$ cat config.mk
export PLATFORM = sky130hd
export DESIGN_NAME = mac_accum_pipe_flat
export DESIGN_NICKNAME = d
export VERILOG_FILES = /design/src/rtl/mac_accum_pipe_if.sv /design/src/rtl/mac_accum_pipe.sv /design/src/flat_wrapper.sv
export SDC_FILE = /design/constraint.sdc
export NUM_CORES = 1
export LEC_CHECK = 0
export CAP_MARGIN = 30
export CORE_AREA = 10 10 149 178
export CTS_BUF_LIST = sky130_fd_sc_hd__clkbuf_16
export DETAILED_ROUTE_END_ITERATION = 12
export DIE_AREA = 0 0 159 188
export MAX_ROUTING_LAYER = met4
export PLACE_DENSITY = 0.8
export SETUP_SLACK_MARGIN = 0.1
export SLEW_MARGIN = 20
export SYNTH_ARGS = -nofsm -noshare
export SYNTH_HDL_FRONTEND = slang
export SYNTH_SLANG_ARGS = --single-unit
$ cat constraint.sdc
create_clock -name clk -period 6.98 [get_ports clk]
set_input_delay 1.047 -clock clk [delete_from_list [all_inputs] [get_ports clk]]
set_output_delay 1.047 -clock clk [all_outputs]
set_load 0.02 [all_outputs]
$ cat src/rtl/mac_accum_pipe_if.sv
// Beat-in / result-out bundle for mac_accum_pipe; the master drives beats, the slave (the MAC) returns results.
interface mac_accum_pipe_if #(
    parameter int DATA_W = 16,
    parameter int ACC_W  = 40,
    parameter int CNT_W  = 8
);
    logic              in_valid;
    logic [DATA_W-1:0] a;
    logic [DATA_W-1:0] b;
    logic              first;
    logic              last;
    logic              clr;
    logic [ACC_W-1:0]  acc_out;
    logic              out_valid;
    logic [CNT_W-1:0]  count;
    logic              overflow;

    modport master (
        output in_valid, a, b, first, last, clr,
        input  acc_out, out_valid, count, overflow
    );

    modport slave (
        input  in_valid, a, b, first, last, clr,
        output acc_out, out_valid, count, overflow
    );
endinterface

$ cat src/rtl/mac_accum_pipe.sv
// Two-stage unsigned multiply-accumulate over first/last framed vectors.
// Define MAC_ACCUM_SAT_EN to clamp the accumulator on carry-out instead of wrapping.
module mac_accum_pipe #(
    parameter int DATA_W = 16,
    parameter int ACC_W  = 40,
    parameter int CNT_W  = 8
) (
    input logic              clk,
    input logic              rst,
    mac_accum_pipe_if.slave  bus
);

    localparam int PROD_W = 2 * DATA_W;

`ifdef MAC_ACCUM_SAT_EN
    localparam bit SAT_EN = 1'b1;
`else
    localparam bit SAT_EN = 1'b0;
`endif

    generate
        if (ACC_W < PROD_W) begin : g_acc_w_check
            $error("mac_accum_pipe: ACC_W must be at least 2*DATA_W");
        end
    endgenerate

    function automatic logic [ACC_W-1:0] acc_limit(input logic carry, input logic [ACC_W-1:0] low);
        return (carry && SAT_EN) ? {ACC_W{1'b1}} : low;
    endfunction

    function automatic logic [CNT_W-1:0] cnt_inc(input logic [CNT_W-1:0] c);
        return (&c) ? c : c + CNT_W'(1);
    endfunction

    logic [PROD_W-1:0] a_ext;
    logic [PROD_W-1:0] b_ext;
    logic [PROD_W-1:0] prod_p1_q;
    logic              vld_p1_q;
    logic              first_p1_q;
    logic              last_p1_q;

    logic [ACC_W-1:0]  acc_p2_q, acc_p2_d;
    logic [CNT_W-1:0]  cnt_p2_q, cnt_p2_d;
    logic              ovf_p2_q, ovf_p2_d;
    logic              vld_p2_q, vld_p2_d;
    logic [ACC_W:0]    sum_p2;

    assign a_ext = PROD_W'(bus.a);
    assign b_ext = PROD_W'(bus.b);

    // Stage 1: register full-width product with its framing bits
    always_ff @(posedge clk or posedge rst) begin
        if (rst) begin
            prod_p1_q  <= '0;
            vld_p1_q   <= 1'b0;
            first_p1_q <= 1'b0;
            last_p1_q  <= 1'b0;
        end else begin
            prod_p1_q  <= a_ext * b_ext;
            vld_p1_q   <= bus.in_valid & ~bus.clr;
            first_p1_q <= bus.first & ~bus.clr;
            last_p1_q  <= bus.last & ~bus.clr;
        end
    end

    // Stage 2: accumulate, count beats, track carry-out
    always_comb begin
        sum_p2   = (ACC_W+1)'(acc_p2_q) + (ACC_W+1)'(prod_p1_q);
        acc_p2_d = acc_p2_q;
        cnt_p2_d = cnt_p2_q;
        ovf_p2_d = ovf_p2_q;
        vld_p2_d = 1'b0;
        if (bus.clr) begin
            acc_p2_d = '0;
            cnt_p2_d = '0;
            ovf_p2_d = 1'b0;
        end else if (vld_p1_q) begin
            vld_p2_d = last_p1_q;
            if (first_p1_q) begin
                acc_p2_d = ACC_W'(prod_p1_q);
                cnt_p2_d = CNT_W'(1);
                ovf_p2_d = 1'b0;
            end else begin
                acc_p2_d = acc_limit(sum_p2[ACC_W], sum_p2[ACC_W-1:0]);
                cnt_p2_d = cnt_inc(cnt_p2_q);
                ovf_p2_d = ovf_p2_q | sum_p2[ACC_W];
            end
        end
    end

    always_ff @(posedge clk or posedge rst) begin
        if (rst) begin
            acc_p2_q <= '0;
            cnt_p2_q <= '0;
            ovf_p2_q <= 1'b0;
            vld_p2_q <= 1'b0;
        end else begin
            acc_p2_q <= acc_p2_d;
            cnt_p2_q <= cnt_p2_d;
            ovf_p2_q <= ovf_p2_d;
            vld_p2_q <= vld_p2_d;
        end
    end

    assign bus.acc_out   = acc_p2_q;
    assign bus.count     = cnt_p2_q;
    assign bus.overflow  = ovf_p2_q;
    assign bus.out_valid = vld_p2_q;

endmodule

$ cat src/flat_wrapper.sv
// flat-port wrapper written by rule: the top's interface ports become plain ports
module mac_accum_pipe_flat 
#(
    parameter int DATA_W = 16,
    parameter int ACC_W  = 40,
    parameter int CNT_W  = 8
)
  (clk, rst, bus_in_valid, bus_a, bus_b, bus_first, bus_last, bus_clr, bus_acc_out, bus_out_valid, bus_count, bus_overflow);
  mac_accum_pipe_if #(.DATA_W(DATA_W), .ACC_W(ACC_W), .CNT_W(CNT_W)) bus_i ();
  input logic clk;
  input logic rst;
  input wire logic [$bits(bus_i.in_valid)-1:0] bus_in_valid;
  input wire logic [$bits(bus_i.a)-1:0] bus_a;
  input wire logic [$bits(bus_i.b)-1:0] bus_b;
  input wire logic [$bits(bus_i.first)-1:0] bus_first;
  input wire logic [$bits(bus_i.last)-1:0] bus_last;
  input wire logic [$bits(bus_i.clr)-1:0] bus_clr;
  output wire logic [$bits(bus_i.acc_out)-1:0] bus_acc_out;
  output wire logic [$bits(bus_i.out_valid)-1:0] bus_out_valid;
  output wire logic [$bits(bus_i.count)-1:0] bus_count;
  output wire logic [$bits(bus_i.overflow)-1:0] bus_overflow;
  assign bus_i.in_valid = bus_in_valid;
  assign bus_i.a = bus_a;
  assign bus_i.b = bus_b;
  assign bus_i.first = bus_first;
  assign bus_i.last = bus_last;
  assign bus_i.clr = bus_clr;
  assign bus_acc_out = bus_i.acc_out;
  assign bus_out_valid = bus_i.out_valid;
  assign bus_count = bus_i.count;
  assign bus_overflow = bus_i.overflow;
  mac_accum_pipe #(.DATA_W(DATA_W), .ACC_W(ACC_W), .CNT_W(CNT_W)) u_core (.clk(clk), .rst(rst), .bus(bus_i));
endmodule
==> results.toml, run 1 <==
[pwr]
p_comb_frac = 0.849
clockPowerShare = 0.059
p_switching_uw = 4000
switching_share = 0.471
total_power_uw = 8500
p_int_uw = 4500
leakage_uw = 0.00803
vdd_drop_max_uv = 648
seqPwrFrac = 0.092
power.density_nw_per_um2 = 538

[yosys]
ys_ff_latch = 85
synth_area_leaders = "fa_1 (29%), dfrtp_1 (16%), ha_1 (13%)"
async_reset_ff_frac = 1.00
synth_compound_area_frac = 0.130
synth.distinct_cells = 71
syn-cell-area_um2 = 13500
synth_flop_cell = "dfrtp_1"
synth_commonest_cells = "inv_1 (240), fa_1 (195), nand2_1 (189)"
synth_top_family_by_area = "adder cells"
synth_xor_area_frac = 0.0324
syn_inst = 1495
synth_top_cell_by_area = "fa_1"
synthSimpleGateAreaFrac = 0.168
yosysWarnings = 0
synth_adder_area_share = 0.415
synth_edf_count = 0
syn_avg_cell_area_um2 = 9.05
muxShareOfSynthArea = 0.0106
synth_fp_nets = 1865
yosysMostFrequentCell = "inv_1"
ys_seq_area_frac = 0.157
netlist.area_leader.share = 0.289

[die]
rows = 61
core_um2 = 23000
fp.dieW_um = 159
die_area_um2 = 29900
die_y_um = 188
start_util = 0.589
pin_count = 88

[place]
place.gp.congestion = 0.949
io_buffers = 87
hpwl_um = 26900
dp.cells = 1947

[timing]
tightest_slew_ps = 861
skew_ps = 12.0
fmax_mhz = 150
hold_violations = 0
worst_slew_margin_rel = 0.424
holdWs_ps = 495
slew_viol_final = 0
fin_crit_ps = 6690
rsz0062_at_grt = "false"
report.final.setup_viol = 0
period_share = 0.958

[worst_setup_path]
worst_ep_required_time_ps = 7220
arrival_ps = 6930
max_stage_delay_ps = 570
crit_fanout = 8
path_class = "in -> reg"
crit_path_end_kind = "register"
crit_path_cell_trace = "clkdlybuf4s50_1 -> buf_6 -> nand2_2 -> fa_1 -> fa_2 -> inv_1 -> fa_1 -> inv_1 -> fa_1 -> fa_1 -> inv_1 -> fa_1 -> ha_1 -> a21o_1 -> a21oi_1 -> nor2_1 -> a311o_1 -> a41oi_2 -> o41ai_4 -> a221oi_2 -> mux2_1 -> o2111ai_1"
cpMostUsedCell = "fa_1"
startpoint_type = "input pin"
crit_family = "adder cells"
cp_slowest_cell = "fa_2"
path_buf_inv = 5

[clocking]
cts_tree = "done"
insertion_delay_ps = 340
cts.clk_slew.worst_paths_ps = 50
cts.sinks = 85
hold_buffers = 0
clk_path_buf_depth = 2
htreeDepth = 3
cts-root-buf = "clkbuf_16"
cts_buffers = 9

[grt]
grt-ovfl-total = 0
grt_pass1_vias = 11449
grt.total_usage = 0.218
antenna_found_initial = 0
grt_max_degree = 64
grt_pass1_wl_um = 54000

[detailed_routing]
num_vias = 10948
drtIter0Drc = 596
dr.pass1.iters = 5
drc_errors = 0
antenna_left = 0
wirelength_um = 32500
wl_per_cell_um = 16.5
vias_per_cell = 5.57

[outcome]
outcome = "finished, final reports clean"

[cells_and_area]
final_cell_count_no_fill = 1965
antenna_cells = 0
nets = 2015
syn_to_final_growth_pct = 16.8
drive_gt1_frac = 0.101

[hold_path]
hold_path_class = "reg -> reg"

[run]
maxCapViolations = 0
state kept, by name, indices dropped and copies added, names as in the netlist:
signal	count
u_core.bus.acc_out	40
u_core.bus.count	8
u_core.bus.out_valid	1
u_core.bus.overflow	1
u_core.first_p1_q	1
u_core.last_p1_q	1
u_core.prod_p1_q	32
u_core.vld_p1_q	1
layer usage:
layer  share of wire  GRT usage
met5               0          -
met1            0.42      0.263
met3           0.059     0.0353
met4           0.030     0.0710
met2            0.49      0.369
worst register-to-register path: stages, from the launching register on:
cell and delay, ps:
dfrtp_1 400, ha_1 250, inv_1 80, fa_1 250, nor2b_4 70, o31a_4 300, a211oi_4 330, a211oi_4 130
or2_2 330, a21o_1 210, a41oi_1 220, mux2_1 350, a211oi_1 240
cells by family after synthesis:
| logic type | count (synthesis) |
|---|---|
| flops | 85 |
| compound gates | 253 |
| xor+xnor | 50 |
| mux | 14 |
| fa+ha+maj | 332 |
| buf+inv | 297 |
| simple gates | 464 |
final cells by class:
cell class / count / area (µm²)
timing repair buffer: 196 / 1760
clock buffer: 9 / 225
clock inverter: 7 / 85.1
sequential: 85 / 2130
fill: 1744 / 7170
inverter: 240 / 902
multi-input combinational: 1113 / 10300
tap: 315 / 394
what timing repair did:
action,4_1_cts,5_1_grt
hold endpoints to repair,0,0
resized for setup,5,41
gates cloned,0,1
buffers inserted,0,0
pin swaps,0,18
endpoints found under the setup margin,3,8
path summary, 6_finish.rpt:
path,startpoint,to,slack (ps),depth (start not counted)
worst max-delay path,bus_b[3],u_core.prod_p1_q[28],290,22
worst min-delay path,u_core.last_p1_q,u_core.bus.out_valid,490,2
worst max register to register,u_core.bus.acc_out[0],u_core.bus.acc_out[22],3730,12
worst min register to register,u_core.last_p1_q,u_core.bus.out_valid,490,2
max in group asynchronous,rst,u_core.vld_p1_q,5060,4
min in group asynchronous,rst,u_core.bus.acc_out[11],910,2
metrics by stage:
step	setup TNS (ps)	setup WS [ps]	area (µm²)	utilization
floorplan	0	256	13500	-
global placement	-634	-163	15300	0.668
detailed placement	-1570	-310	15300	0.668
CTS	0	90.6	15600	0.681
global route	0	94.4	15800	0.688
finish	0	293	15800	0.688
layout by cell type, fill, tap and decap left out, drive strengths merged, types with 10 or more instances in the layout:
cell type / netlist / routed
nor2: 61 / 61
and3: 15 / 15
fa: 195 / 195
dfrtp: 85 / 85
a211oi: 19 / 19
o31ai: 10 / 10
clkbuf: 56 / 11
a31oi: 14 / 14
mux2i: 11 / 11
nand2: 189 / 189
nor3: 13 / 13
dlymetal6s2s: 0 / 19
buf: 1 / 108
a21oi: 59 / 59
inv: 240 / 242
clkdlybuf4s50: 0 / 64
o211ai: 17 / 17
ha: 137 / 137
nand3: 15 / 15
xor2: 23 / 23
xnor2: 27 / 27
nor2b: 16 / 16
o21ai: 53 / 53
a21o: 26 / 26
and2: 127 / 127
power by group through the flow:
stage | Clock [µW] | Combinational [µW] | Sequential [µW]
global placement | 0 | 6700 | 789
floorplan | 0 | 4730 | 787
CTS | 508 | 6970 | 783
finish | 497 | 7220 | 786
global route | 531 | 8100 | 797
detailed placement | 0 | 6910 | 791
Power figures use the tool's default switching activity.
==> inputs of run 2 (changes only) <==
--- a/config.mk
+++ b/config.mk
@@ -6,12 +6,15 @@
 export NUM_CORES = 1
 export LEC_CHECK = 0
 export CAP_MARGIN = 30
-export CORE_AREA = 10 10 149 178
+export CELL_PAD_IN_SITES_DETAIL_PLACEMENT = 0
+export CELL_PAD_IN_SITES_GLOBAL_PLACEMENT = 1
+export CORE_AREA = 10 10 159 190
 export CTS_BUF_LIST = sky130_fd_sc_hd__clkbuf_16
 export DETAILED_ROUTE_END_ITERATION = 12
-export DIE_AREA = 0 0 159 188
+export DIE_AREA = 0 0 169 200
+export GPL_ROUTABILITY_DRIVEN = 0
 export MAX_ROUTING_LAYER = met4
-export PLACE_DENSITY = 0.8
+export PLACE_DENSITY_LB_ADDON = 0.1
 export SETUP_SLACK_MARGIN = 0.1
 export SLEW_MARGIN = 20
 export SYNTH_ARGS = -nofsm -noshare
==> run 2 against run 1 <==
  * First-iteration DRC count rose by 10%
  * Via count shrank 3.1%
  * Register-to-register slack got worse by 50 ps
  * Fmax grew 0.44%
  * Total power increased by 1.7%
  * Clock-buffer cell count stayed put
  * Core utilization down 8.0 points
  * Cell count increased by 1.3%
  * Setup slack gained 29 ps
  * Critical path depth did not move
  * Combinational power increased by 3.0%
  * Sequential share of layout area decreased by 0.13 points
  * Critical endpoint unchanged
  * Largest cell class unchanged
  * Highest routed layer unchanged
==> results.toml, run 2 (synthesis gave the netlist of run 1 again) <==
[hold_path]
hold_path_class = "reg -> reg"

[timing]
worst_slew_margin_rel = 0.550
holdWs_ps = 498
setup_ws_ps = 322
rsz0062_at_grt = "true"
skew_ps = 8.81
hold_violations = 0
period_share = 0.954
report.final.setup_viol = 0
fin_crit_ps = 6660
setup_tns_ps = 0
fmax_mhz = 150
slew_viol_final = 0
tightest_slew_ps = 675

[clocking]
htreeDepth = 3
cts.clk_slew.worst_paths_ps = 60
cts-root-buf = "clkbuf_16"
insertion_delay_ps = 340
cts_buffers = 9
cts.sinks = 85
hold_buffers = 0
clk_path_buf_depth = 2
cts_tree = "done"

[pwr]
vdd_drop_max_uv = 499
power.density_nw_per_um2 = 542
leakage_uw = 0.00807

[worst_setup_path]
arrival_ps = 6910
cp_slowest_cell = "fa_1"
startpoint_type = "input pin"
crit_path_end_kind = "register"
path_buf_inv = 5
cpMostUsedCell = "fa_1"
path_class = "in -> reg"
worst_ep_required_time_ps = 7240
crit_path_cell_trace = "clkdlybuf4s50_1 -> buf_6 -> nand2_1 -> fa_1 -> fa_1 -> fa_1 -> inv_1 -> fa_1 -> fa_1 -> inv_1 -> fa_1 -> inv_1 -> ha_4 -> a21o_1 -> a21oi_2 -> nor2_1 -> a311o_1 -> a41oi_2 -> o41ai_4 -> a221oi_2 -> mux2_4 -> o2111ai_2"
crit_fanout = 8
max_stage_delay_ps = 520
crit_family = "adder cells"

[cells_and_area]
layout_commonest_cell = "inv_1"
nets = 2021
final_cell_count_no_fill = 1991
final_cell_mix = "inv_1 (238), fa_1 (189), nand2_1 (188)"
antenna_cells = 0
syn_to_final_growth_pct = 18.0
largest_reg_flops = 40
fillerInstances = 2325
final_core_util = 0.607
drive_gt1_frac = 0.112

[outcome]
outcome = "finished, final reports clean"

[place]
dp.cells = 1967
io_buffers = 87
hpwl_um = 26500
dp_slack_ps = -323

[grt]
grt_max_degree = 64
antenna_found_initial = 0
grt.total_usage = 0.195
grt_pass1_wl_um = 53600
grt-ovfl-total = 0
grt_pass1_vias = 10997

[detailed_routing]
drc_errors = 0
num_vias = 10610
dr.pass1.iters = 5
drtIter0Drc = 657
antenna_left = 0
wl_per_cell_um = 16.0
wirelength_um = 31900
vias_per_cell = 5.33

[die]
die_area_um2 = 33800
rows = 65
pin_count = 88
die_y_um = 200
core_um2 = 26300
start_util = 0.515
fp.dieW_um = 169

[run]
maxCapViolations = 0
## run 2: cell count changes in the layout (fill, tap and decap cells not counted), sizes merged
| cell | previous run | this run |
|---|---|---|
| dlygate4sd2 | 3 | 2 |
| bufinv | 2 | 0 |
| clkbuf | 11 | 12 |
| clkdlybuf4s15 | 0 | 1 |
| clkinvlp | 0 | 1 |
| buf | 108 | 114 |
| clkdlybuf4s50 | 64 | 62 |
| dlymetal6s2s | 19 | 20 |
| clkinv | 3 | 6 |
| inv | 242 | 240 |
## run 2: routing by layer
metal / up-vias / global-route usage / share of wire
li1: 5148 / - / -
met1: 5201 / 0.258 / 0.46
met2: 208 / 0.313 / 0.47
met3: 53 / 0.0217 / 0.039
met4: 0 / 0.0531 / 0.023
met5: - / - / 0
## run 2: power breakdown
part           internal [µW]  total [µW]  switching [µW]
Combinational           3640        7440            3800
Clock                    235         420             185
Sequential               692         784            92.4
Total                   4570        8650            4070
## run 2: layout make-up
| cell class | instances | area, µm² | share of cell area |
|---|---|---|---|
| Inverter | 240 | 902 | 0.0565 |
| Clock inverter | 7 | 33.8 | 0.00212 |
| Tap cell | 335 | 419 | 0.0263 |
| Multi-Input combinational cell | 1113 | 10400 | 0.651 |
| Sequential cell | 85 | 2130 | 0.133 |
| Clock buffer | 9 | 225 | 0.0141 |
| Timing Repair Buffer | 202 | 1860 | 0.117 |
## run 2: worst reg2reg max path: cells and delay by family (launching register included)
family | cells | cell delay [ps]
compound gates | 7 | 2080
fa+ha+maj | 1 | 330
flops | 1 | 420
simple gates | 2 | 340
## run 2: path summary, 6_finish.rpt
| check | to | from | cells after the start | slack [ps] |
|---|---|---|---|---|
| setup reg to reg | u_core.bus.acc_out[35] | u_core.bus.acc_out[1] | 10 | 3680 |
| hold / removal | u_core.bus.out_valid | u_core.last_p1_q | 2 | 500 |
| hold reg to reg | u_core.bus.out_valid | u_core.last_p1_q | 2 | 500 |
| setup / recovery | u_core.prod_p1_q[28] | bus_b[2] | 22 | 320 |
| min in group asynchronous | u_core.bus.acc_out[7] | rst | 2 | 1100 |
| max in group asynchronous | u_core.bus.acc_out[27] | rst | 3 | 4860 |
## run 2: per-stage QoR
stage	area (µm²)	total power [µW]
after global routing	16000	9720
after floorplan	13500	5510
after detailed placement	15400	7660
final	16000	8650
after CTS	15600	8130
after global placement	15400	7580
## run 2: what timing repair did
| item | CTS | global route |
|---|---|---|
| endpoints found under the setup margin | 1 | 8 |
| setup buffers | 0 | 6 |
| pin swaps | 0 | 28 |
| cloned | 0 | 1 |
| resized for setup | 5 | 64 |
==> inputs of run 3 (changes only) <==
--- a/config.mk
+++ b/config.mk
@@ -5,13 +5,14 @@
 export SDC_FILE = /design/constraint.sdc
 export NUM_CORES = 1
 export LEC_CHECK = 0
+export ABC_AREA = 1
 export CAP_MARGIN = 30
 export CELL_PAD_IN_SITES_DETAIL_PLACEMENT = 0
 export CELL_PAD_IN_SITES_GLOBAL_PLACEMENT = 1
-export CORE_AREA = 10 10 159 190
+export CORE_AREA = 10 10 172 206
 export CTS_BUF_LIST = sky130_fd_sc_hd__clkbuf_16
 export DETAILED_ROUTE_END_ITERATION = 12
-export DIE_AREA = 0 0 169 200
+export DIE_AREA = 0 0 182 216
 export GPL_ROUTABILITY_DRIVEN = 0
 export MAX_ROUTING_LAYER = met4
 export PLACE_DENSITY_LB_ADDON = 0.1
==> run 3 against run 2 <==
  * Sequential share of layout area down 0.78 points
  * Clock-buffer cell count stayed put
  * Non-clock buffer count decreased by 67
  * Cell area grew 6.1%
  * Cell count rose by 35%
  * First-iteration DRC count rose by 6.7%
  * Register-to-register slack better by 620 ps
  * Clock skew up 0.96 ps
  * Die area is 16% higher
  * Area after synthesis rose by 12%
  * Hold slack lost 28 ps
  * Routed wire length increased by 33%
  * Critical endpoint is now u_core.prod_p1_q[29]
==> results.toml, run 3 <==
[timing]
report.final.setup_viol = 0
worst_slew_margin_rel = 0.381
fin_crit_ps = 6580
setup_tns_ps = 0
fmax_mhz = 152
period_share = 0.943
skew_ps = 9.77
setup_ws_ps = 400
holdWs_ps = 471
rsz0062_at_grt = "false"
slew_viol_final = 0
hold_violations = 0
tightest_slew_ps = 928

[clocking]
cts.sinks = 85
insertion_delay_ps = 360
cts_buffers = 9
hold_buffers = 0
htreeDepth = 3
cts-root-buf = "clkbuf_16"
cts.clk_slew.worst_paths_ps = 70
clk_path_buf_depth = 2
cts_tree = "done"

[detailed_routing]
vias_per_cell = 5.02
drc_errors = 0
drtIter0Drc = 701
antenna_left = 0
wirelength_um = 42400
num_vias = 13495
dr.pass1.iters = 5
wl_per_cell_um = 15.8

[die]
die_y_um = 216
start_util = 0.488
die_area_um2 = 39300
rows = 71
pin_count = 88
fp.dieW_um = 182
core_um2 = 31200

[yosys]
synth_commonest_cells = "nand2_1 (701), inv_1 (534), fa_1 (195)"
syn_avg_cell_area_um2 = 6.86
syn_inst = 2216
yosysWarnings = 0
synth.distinct_cells = 40
ys_seq_area_frac = 0.140
netlist.area_leader.share = 0.257
synth_edf_count = 0
async_reset_ff_frac = 1.00
syn-cell-area_um2 = 15200
yosysMostFrequentCell = "nand2_1"
synth_flop_cell = "dfrtp_1"
synth_top_cell_by_area = "fa_1"
synth_fp_nets = 2586
ys_ff_latch = 85
synth_area_leaders = "fa_1 (26%), nand2_1 (17%), dfrtp_1 (14%)"

[worst_setup_path]
startpoint = "bus_b[11]"
startpoint_type = "input pin"
crit_path_end_kind = "register"
worst_ep_required_time_ps = 7220
path_class = "in -> reg"
crit_fanout = 11
arrival_ps = 6820
r2r_start = "u_core.bus.acc_out[0]"

[grt]
use_met3 = 0.0172
grt_util_met2 = 0.412
grt.total_usage = 0.225
grt_pass1_vias = 14290
antenna_found_initial = 0
grt.busiest_layer = "met2"
grt_max_degree = 55
grt_pass1_wl_um = 70800
grt-ovfl-total = 0
use_met1 = 0.249

[cells_and_area]
antenna_cells = 0
nets = 2652
layout_commonest_cell = "nand2_1"
final_core_util = 0.543
largest_reg_flops = 40
final_cell_mix = "nand2_1 (701), inv_1 (533), fa_1 (195)"
syn_to_final_growth_pct = 11.3
drive_gt1_frac = 0.0398

[place]
hpwl_um = 36200
io_buffers = 87
dp_slack_ps = 49.1

[hold_path]
hold_path_class = "reg -> reg"
min_from = "u_core.last_p1_q"

[outcome]
outcome = "finished, final reports clean"

[run]
maxCapViolations = 0
run 3: changes by cell type in the layout (fill, tap and decap cells not counted), moves of 16 or more:
cell,before,now
clkdlybuf4s50_1,62,86
nand3_1,15,80
a21oi_1,55,72
and2_1,125,1
a21o_1,26,3
buf_4,103,47
nor2_1,61,129
nand2_1,188,701
a211oi_1,17,1
o21ai_1,5,28
xnor2_1,27,10
dlymetal6s2s_1,20,1
inv_1,238,533
run 3: path summary, 6_finish.rpt:
kind | to | slack (ps) | cells past startpoint
max | u_core.prod_p1_q[29] | 400 | 20
min | u_core.bus.out_valid | 470 | 2
max reg2reg | u_core.bus.acc_out[32] | 4300 | 15
min reg2reg | u_core.bus.out_valid | 470 | 2
max in group asynchronous | u_core.bus.acc_out[28] | 4830 | 3
min in group asynchronous | u_core.bus.out_valid | 1060 | 2
run 3: area by class of cell:
cell class,count,area (µm²)
clock inverter,7,47.5
tap,401,502
clock buffer,9,225
inverter,545,2050
sequential,85,2130
fill,3077,14300
multi-input combinational,1506,10700
timing repair buffer,135,1250
run 3: logic make-up after synthesis:
group	count (synthesis)	synth area share
and+or+nand+nor	963	0.253
DFF	85	0.140
AOI/OAI and AO/OA	174	0.0612
adders and majority gates	332	0.369
xor gates and xnor gates	37	0.0213
buffers and inverters	625	0.155
run 3: per-stage QoR:
stage / area (µm²) / cells
finish: 16900 / 2688
global route: 16900 / 2688
CTS: 16900 / 2688
detailed placement: 16700 / 2672
global placement: 16700 / 2672
floorplan: 15200 / 2216
run 3: repair_timing:
item | 4_1_cts | 5_1_grt
endpoints found under the setup margin | 0 | 1
hold endpoints to repair | 0 | 0
resized for setup | 0 | 1
buffers inserted | 0 | 0
run 3: metal layers:
layer / wire length, µm / vias up / part of all wire
li1: - / 6660 / -
met1: 17200 / 6473 / 0.41
met5: 0 / - / 0
met2: 22300 / 268 / 0.53
met3: 1270 / 94 / 0.030
met4: 1600 / 0 / 0.038
run 3: worst max-delay path, cell delays in order:
cell and delay [ps]:
clkdlybuf4s50_1 890, buf_4 240, nand2_1 80, fa_1 420, inv_1 70, fa_1 450
fa_1 480, fa_1 480, fa_1 490, inv_1 50, fa_1 470, inv_1 40
ha_1 390, nand2_1 190, nor2_1 250, inv_1 80, nor2_1 270, nand3_1 230
nand3_1 130, nand2_1 70
Power of run 3 is left out: the tool's default activity adds up to more than one toggle a clock period on the data nets, which glitch-free logic cannot reach.
